<file path="config.mk">
export PLATFORM = sky130hd
export DESIGN_NAME = line_packer
export DESIGN_NICKNAME = d
export VERILOG_FILES = /design/src/rtl/line_packer.sv
export SDC_FILE = /design/constraint.sdc
export NUM_CORES = 1
export LEC_CHECK = 0
export CAP_MARGIN = 20
export CORE_AREA = 2 2 499 501
export CTS_CLUSTER_DIAMETER = 60
export CTS_CLUSTER_SIZE = 14
export DETAILED_ROUTE_END_ITERATION = 10
export DIE_AREA = 0 0 501 503
export GPL_TIMING_DRIVEN = 0
export SYNTH_ARGS = -nofsm -noshare
export SYNTH_HDL_FRONTEND = slang
export SYNTH_SLANG_ARGS = --single-unit
</file>
<file path="constraint.sdc">
create_clock -name i_clk -period 2.1 [get_ports i_clk]
set_input_delay 0.315 -clock i_clk [delete_from_list [all_inputs] [get_ports i_clk]]
set_output_delay 0.315 -clock i_clk [all_outputs]
set_load 0.005 [all_outputs]
</file>
<file path="src/rtl/line_packer.sv">
// ---------------------------------------------------------------------------
// line_packer
//
// Drains the record coupler's pair FIFO (show-ahead head + empty/deq) and
// packs LINE_PAIRS consecutive pairs into one wide line. The line is pushed
// into the memory-write FIFO (enq/full).
//
// A zero record marks the end of a stream. When it arrives, the partial line
// is flushed zero-padded and flagged o_last.
//
// Optional build macro: LINE_PACKER_RECCNT_EN
//   When defined, the block adds o_rec_cnt. This output counts the nonzero
//   records popped in the current stream and saturates at 2^32-1.
//
// Ports
//   i_clk      clock; all state changes on the rising edge
//   i_rst_n    asynchronous active-low reset
//   i_pair     upstream head {second, first}; first is in the low half
//   i_empty    upstream FIFO empty
//   o_deq      pop the upstream head this cycle
//   o_line     packed line; pair k sits at bits [(k+1)*2*P_WIDTH-1 : k*2*P_WIDTH]
//   o_last     o_line is the final line of its stream
//   o_enq      push o_line/o_last downstream this cycle
//   i_full     downstream FIFO full
//   o_err      sticky: end marker arrived with a nonzero upper half
//   o_rec_cnt  (LINE_PACKER_RECCNT_EN only) nonzero records in current stream
// ---------------------------------------------------------------------------
// state | meaning
// FILL  | popping pairs into slots 0..LINE_PAIRS-1
// EMIT  | line complete; waiting for downstream space, no pops
// ---------------------------------------------------------------------------
module line_packer #(
    parameter int P_WIDTH    = 128,
    parameter int LINE_PAIRS = 4
) (
    input  logic                               i_clk,
    input  logic                               i_rst_n,
    input  logic [2*P_WIDTH-1:0]               i_pair,
    input  logic                               i_empty,
    output logic                               o_deq,
    output logic [LINE_PAIRS*2*P_WIDTH-1:0]    o_line,
    output logic                               o_last,
    output logic                               o_enq,
    input  logic                               i_full,
    output logic                               o_err
`ifdef LINE_PACKER_RECCNT_EN
    ,
    output logic [31:0]                        o_rec_cnt
`endif
);

    localparam int PAIR_W  = 2 * P_WIDTH;
    localparam int L_WIDTH = LINE_PAIRS * PAIR_W;
    localparam int CW      = (LINE_PAIRS > 1) ? $clog2(LINE_PAIRS) : 1;
    localparam logic [CW-1:0] CNT_MAX = CW'(LINE_PAIRS - 1);

    typedef enum logic {
        S_FILL = 1'b0,
        S_EMIT = 1'b1
    } state_t;

    state_t               state_q, state_d;
    logic [CW-1:0]        cnt_q, cnt_d;
    logic [L_WIDTH-1:0]   line_q, line_d;
    logic                 last_q, last_d;
    logic                 err_q, err_d;

    logic                 pop;
    logic                 push;
    logic [P_WIDTH-1:0]   rec_lo;
    logic [P_WIDTH-1:0]   rec_hi;
    logic                 lo_zero;
    logic                 hi_zero;

    assign rec_lo  = i_pair[P_WIDTH-1:0];
    assign rec_hi  = i_pair[PAIR_W-1:P_WIDTH];
    assign lo_zero = (rec_lo == '0);
    assign hi_zero = (rec_hi == '0);

    // Handshakes are gated with the reset input.
    // This keeps the block from popping or pushing while it is held in reset.
    assign pop  = (state_q == S_FILL) & ~i_empty & i_rst_n;
    assign push = (state_q == S_EMIT) & ~i_full & i_rst_n;

    always_comb begin
        state_d = state_q;
        cnt_d   = cnt_q;
        line_d  = line_q;
        last_d  = last_q;
        err_d   = err_q;
        o_deq   = 1'b0;
        o_enq   = 1'b0;

        case (state_q)
            S_FILL: begin
                o_deq = pop;
                if (pop) begin
                    if (lo_zero) begin
                        // End marker: the slot stays zero.
                        // This works because the line register is cleared on every emit.
                        // A nonzero upper half is a protocol violation, and that data is dropped.
                        if (!hi_zero) begin
                            err_d = 1'b1;
                        end
                        last_d  = 1'b1;
                        state_d = S_EMIT;
                    end else begin
                        line_d[int'(cnt_q)*PAIR_W +: PAIR_W] = i_pair;
                        if (hi_zero) begin
                            // Final record with the terminator in the same pair.
                            last_d  = 1'b1;
                            state_d = S_EMIT;
                        end else if (cnt_q == CNT_MAX) begin
                            state_d = S_EMIT;
                        end else begin
                            cnt_d = cnt_q + CW'(1);
                        end
                    end
                end
            end
            S_EMIT: begin
                o_enq = push;
                if (push) begin
                    line_d  = '0;
                    cnt_d   = '0;
                    last_d  = 1'b0;
                    state_d = S_FILL;
                end
            end
            default: begin
                state_d = S_FILL;
            end
        endcase
    end

    always_ff @(posedge i_clk or negedge i_rst_n) begin
        if (!i_rst_n) begin
            state_q <= S_FILL;
            cnt_q   <= '0;
            line_q  <= '0;
            last_q  <= 1'b0;
            err_q   <= 1'b0;
        end else begin
            state_q <= state_d;
            cnt_q   <= cnt_d;
            line_q  <= line_d;
            last_q  <= last_d;
            err_q   <= err_d;
        end
    end

    assign o_line = line_q;
    assign o_last = last_q;
    assign o_err  = err_q;

`ifdef LINE_PACKER_RECCNT_EN
    logic [31:0] rec_cnt_q, rec_cnt_d;
    logic        new_stream_q, new_stream_d;
    logic [1:0]  pair_recs;
    logic [31:0] cnt_base;
    logic [32:0] cnt_sum;

    // Only records that are actually stored are counted.
    // A violating end marker therefore contributes nothing.
    always_comb begin
        pair_recs    = 2'd0;
        cnt_base     = '0;
        cnt_sum      = '0;
        rec_cnt_d    = rec_cnt_q;
        new_stream_d = new_stream_q;

        if (!lo_zero) begin
            pair_recs = hi_zero ? 2'd1 : 2'd2;
        end

        if (pop) begin
            // The first pop of a new stream restarts the count.
            // Until then, the previous stream's total remains visible.
            cnt_base     = new_stream_q ? 32'd0 : rec_cnt_q;
            cnt_sum      = {1'b0, cnt_base} + 33'(pair_recs);
            rec_cnt_d    = cnt_sum[32] ? '1 : cnt_sum[31:0];
            new_stream_d = 1'b0;
        end else if (push && last_q) begin
            new_stream_d = 1'b1;
        end
    end

    always_ff @(posedge i_clk or negedge i_rst_n) begin
        if (!i_rst_n) begin
            rec_cnt_q    <= '0;
            new_stream_q <= 1'b1;
        end else begin
            rec_cnt_q    <= rec_cnt_d;
            new_stream_q <= new_stream_d;
        end
    end

    assign o_rec_cnt = rec_cnt_q;
`endif

endmodule
</file>
Word-level counts from Yosys, hierarchy flattened
Index checks and enable logic that the tools add are counted.
{"block": "word_totals", "regBits": 1029, "inputBits": 260, "out_inout_bits": 1028}
{"block": "op_classes", "addsub": 2, "n_eq_ne": 7, "shift": 2, "mux": 24, "n_bitwise": 8, "reduce_logical": 6}
{"operator": "two-way mux 1024 bit", "n": 3}
{"operator": "case mux 1024 bit (2 select lines)", "n": 1}
{"operator": "bitwise mux 1024 bit", "n": 1}
{"operator": "variable shift 256 x 33 -> 1024 bit, first input constant", "n": 1}
{"operator": "indexed part select 256 x 33 -> 1024 bit", "n": 1}
{"operator": "logical NOT 128 bit", "n": 2}
{"operator": "negation 10 -> 33 bit", "n": 1}
{"operator": "two-way mux 1 bit", "n": 11}
{"operator": "two-way mux 2 bit", "n": 5}
{"operator": "!= test 2 bit, second input constant", "n": 4}
{"operator": "AND reduction 3 bit", "n": 2}
{"operator": "AND reduction 5 bit", "n": 1}
{"operator": "bitwise AND 1 bit", "n": 4}
{"operator": "inverter 1 bit", "n": 4}
{"operator": "case mux 1 bit (2 select lines)", "n": 2}
{"operator": "case mux 2 bit (2 select lines)", "n": 1}
{"operator": "AND reduction 4 bit", "n": 1}
{"operator": "!= test 3 bit, second input constant", "n": 1}
{"operator": "adder 2 x 1 -> 2 bit, second input constant", "n": 1}
{"operator": "equality test 2 bit, second input constant", "n": 1}
{"operator": "!= test 2 x 1 -> 1 bit, second input constant", "n": 1}

Longest topological paths before layout
{"block": "depth", "word_depth": 6, "mapped_depth": 11, "depth_no_buf": 7}

Least setup slack after synthesis
OpenSTA, ideal clock, no wires.
{"block": "synth_path", "path_kind": "reg2reg", "start": "reg cnt_q[0]", "end": "reg line_q[1023] (netlist: o_line[1023])", "arrival_ns": 2.153, "required_ns": 2.034, "path_slack_ns": -0.119, "stages_incl_launch_ff": 8, "n_path_buf": 2, "synth_period_minus_slack_ns": 2.219, "cell_sequence": "dfrtp_1 > inv_1 > ha_1 > nand3b_1 > a2111oi_2 > clkbuf_1 > clkbuf_1 > a22o_1"}
{"block": "synth_between", "elab_chain_len": 6, "elab_cells_between_ends": 7, "cone_classes": "1 x add/sub; 2 x shift; 4 x mux"}
{"element": "start: declaration", "line": "63", "source": "logic [CW-1:0] cnt_q, cnt_d;"}
{"element": "start signal: assignment", "line": "145", "source": "cnt_q <= cnt_d;"}
{"element": "negation 10 -> 33 bit *", "line": "108", "source": "line_d[int'(cnt_q)*PAIR_W +: PAIR_W] = i_pair;"}
{"element": "indexed part select 256 x 33 -> 1024 bit / variable shift 256 x 33 -> 1024 bit (equally long branches)", "line": "108"}
{"element": "bitwise mux 1024 bit *", "line": "108"}
{"element": "two-way mux 1024 bit *", "line": "98", "source": "if (lo_zero) begin"}
{"element": "two-way mux 1024 bit *", "line": "97", "source": "if (pop) begin"}
{"element": "case mux 1024 bit (2 select lines) *", "line": "94", "source": "case (state_q)"}
{"element": "end signal: assignment", "line": "146", "source": "line_q <= line_d;"}
{"element": "end: declaration", "line": "64", "source": "logic [L_WIDTH-1:0] line_q, line_d;"}
Every way passes the cells marked *; elsewhere a longest branch is shown, timed or not. The select of a mux whose other input is x is not followed.
A chain may end at the register's enable or synchronous reset.

Final worst setup path
{"block": "layout_path", "start": "in i_pair[124]", "end": "reg line_q[528] (netlist: o_line[528])"}
{"block": "layout_between", "elab_chain_len": 5, "elab_cells_between_ends": 8, "cone_classes": "1 x eq/ne; 1 x shift; 4 x mux; 2 x reduce/logical"}
{"element": "start: declaration", "line": "38", "source": "input logic [2*P_WIDTH-1:0] i_pair,"}
{"element": "indexed part select 256 x 33 -> 1024 bit", "line": "108"}
{"element": "bitwise mux 1024 bit", "line": "108"}
{"element": "two-way mux 1024 bit", "line": "98"}
{"element": "two-way mux 1024 bit", "line": "97"}
{"element": "case mux 1024 bit (2 select lines)", "line": "94"}
Parallel ways exist; a longest one is shown, timed or not. The select of a mux whose other input is x is not followed.

==> flow_summary.ini <==
[die]
io_pins = 1288
die_h_um = 503
chipWidth_um = 501
start_util = 0.149
num_rows = 183
core-area_um2 = 247000
die_area_um2 = 252000

[placed_design]
io_buffers = 1287
gp_congestion = 0.881
dpl.cell_count = 6941
dp_hpwl_um = 174000

[timing]
rsz0062_at_grt = yes
final.min_clock_period_ns = 2.95
finClkSkew_ns = 0.0576
setup_ws_ns = -0.850
tightest_slew_ns = 1.08
period_share = 1.40
hold_viol_final = 295
finalSetupViolations = 1097
timing.fmax_ghz = 0.339
whs_ns = -0.204
slew_headroom = 0.275
fin_tns_setup_ns = -737.36
finalMaxSlewViolations = 0

[global_route]
grt_max_degree = 164
grt_pass1_wl_um = 297000
grt_use_total = 0.173
antenna_found_initial = 12
grt.overflow.total = 0
first_global_vias = 31800

[yosys]
yosysTopAreaCell = dfrtp_1
synth_ff_type = dfrtp_1
syn_inst = 2408
netlist_area_um2 = 36900
synthTopCellsByCount = 1029 x dfrtp_1, 1024 x a22o_1, 158 x buf_2
synth_seq_cells = 1029
syn_nets = 2672
ys_top_cells_by_area = dfrtp_1 70%, a22o_1 24%, buf_2 2.1%
syn_avg_cell_area_um2 = 15.3
synth_top_area_frac = 0.698
ys_types = 33
synthArstFlopShare = 1.00
synth_edf_count = 0
synth_most_common_cell = dfrtp_1
yosysWarnings = 0
yosysSeqAreaShare = 0.698

[setup_path]
endpoint_kind = flip-flop
path_max_fanout = 16
critPathKind = input port to flip-flop
crit_required_ns = 2.74
arrival_ns = 3.59
worstSetupStartpointType = input port

[cts]
cts_tree = built
cts-htree-levels = 3
clock_sinks = 1029
cts_buffers = 104
root_buffer = clkbuf_16
path_clk_slew_ns = 0.07
clk_path_buf_depth = 3
insertion_delay_ns = 0.77

[detailed_routing]
drc = 0
drtIter0Drc = 2653
drt-pass1-iter-count = 5
routedWlPerCell_um = 32.0
wl_um = 230000
num_vias = 30900
ant_nets = 0
detail_route.vias_per_cell = 4.31

[final_layout]
area_growth_pct = 63.9
fillers = 25700
layout-drive-gt1-share = 0.125
nets = 4141
stdcell_count = 7183

[pwr]
power_mw = 67.0
p_leak_nw = 26.4
vdd_ir_drop_max_mv = 0.754
p_per_area_nw_per_um2 = 1110

[status]
status = complete, but fails checks
violations = negative hold slack, negative setup slack

[worst_hold_path]
hp-class = input port to asynchronous set/reset pin

[flow_run]
maxCapViolCount = 0
## power breakdown
| group | internal (mW) | switching, mW | leakage [nW] |
|---|---|---|---|
| sequential | 23.9 | 2.76 | 14.2 |
| combinational | 11.6 | 9.55 | 10.5 |
| clock | 10.3 | 8.95 | 1.66 |
| total | 45.7 | 21.3 | 26.4 |
## state kept, by name, indices dropped and copies added (netlist names)
signal and flops:
o_line 1024, o_err 1, o_last 1, state_q 1
cnt_q 2
## cells by family after synthesis
kind of cell / Yosys count / synth area share
AO/OA/AOI/OAI: 1041 / 0.247
adder cells (fa/ha/maj): 4 / 0.00136
buffers and inverters: 231 / 0.0359
flip-flops: 1029 / 0.698
AND/OR/NAND/NOR: 103 / 0.0180
## through the flow
stage | setup slack [ns] | util | hold slack (ns) | instance area, um2
after global routing | -0.861 | 0.245 | -0.159 | 60400
after global placement | -47.61 | 0.218 | 0.487 | 53900
after detailed placement | -4.60 | 0.219 | 0.341 | 54200
after floorplan | 0.00105 | - | 0.0194 | 37000
final | -0.850 | 0.245 | -0.204 | 60400
after CTS | -1.03 | 0.240 | -0.195 | 59400
## layout make-up
type	count	area, um2	share of cell area
sequential	1029	25800	0.426
timing repair buffer	1364	14500	0.239
multi-input combinational	1148	10000	0.166
tap	3237	4050	0.0670
clock buffer	122	2800	0.0464
buffer	226	2680	0.0443
clock inverter	44	628	0.0104
antenna	9	22.5	0.000373
inverter	4	15.0	0.000248
## routing by layer
layer | track usage | vias up | routed length (um)
li1 | - | 12500 | -
met3 | 0.0535 | 413 | 19800
met2 | 0.297 | 1774 | 113000
met1 | 0.192 | 16300 | 84800
met4 | 0.0857 | 0 | 12400
met5 | 0 | - | 0
## cell usage in the layout, fill, tap and decap left out, types with 4 or more instances in the layout
cell             Yosys  routed
clkdlybuf4s50_1      0    1237
dfrtp_1           1029    1028
a22o_1            1024    1024
clkbuf_16            0     131
buf_6               34      58
buf_4                1      57
nor4_1              66      51
buf_12               0      45
buf_2              158      35
buf_8                0      33
buf_16               0      23
dlygate4sd2_1        0      19
nand4_1             17      17
dlymetal6s2s_1       0      17
clkbuf_8             0      13
clkbuf_1            34      12
clkbuf_4             0      10
diode_2              0       9
nor4_2               0       9
clkinv_8             0       9
dlygate4sd3_1        0       9
nor4_4               2       8
clkinv_2             0       7
clkbuf_2             0       7
inv_8                0       6
bufbuf_16            0       6
inv_6                0       5
bufinv_16            0       5
inv_1                4       4
nand2_1              4       4
ha_1                 4       4
clkinv_16            0       4
clkinvlp_4           0       4
clkinv_4             0       4
## path summary, 6_finish.rpt
path	startpoint	end	slack (ns)	cells after the start
max in group asynchronous	i_rst_n	o_line[232]	-0.01	5
min reg2reg	o_line[756]	o_line[756]	0.50	1
min in group i_clk	i_pair[18]	o_line[530]	0.03	2
min	i_rst_n	o_line[66]	-0.20	3
max reg2reg	cnt_q[0]	o_line[784]	-0.59	8
max	i_pair[124]	o_line[528]	-0.85	12
## worst max-delay path, stage by stage
cell	delay, ns
dlygate4sd2_1	0.42
nor4_4	0.66
nand4_1	0.42
nor4_4	0.31
buf_12	0.18
buf_8	0.12
a31oi_4	0.08
and3_1	0.17
buf_6	0.14
buf_12	0.15
buf_12	0.25
a22o_1	0.19
## timing repair
item | in CTS | in global routing
endpoints found under the setup margin | 1637 | 1357
hold buffers | 11 | 4
hold endpoints to repair | 397 | 367
setup buffers | 16 | 4
pin swaps | 13 | 11
cloned | 14 | 21
gates resized for setup | 353 | 191
Power figures use the tool's default switching activity.
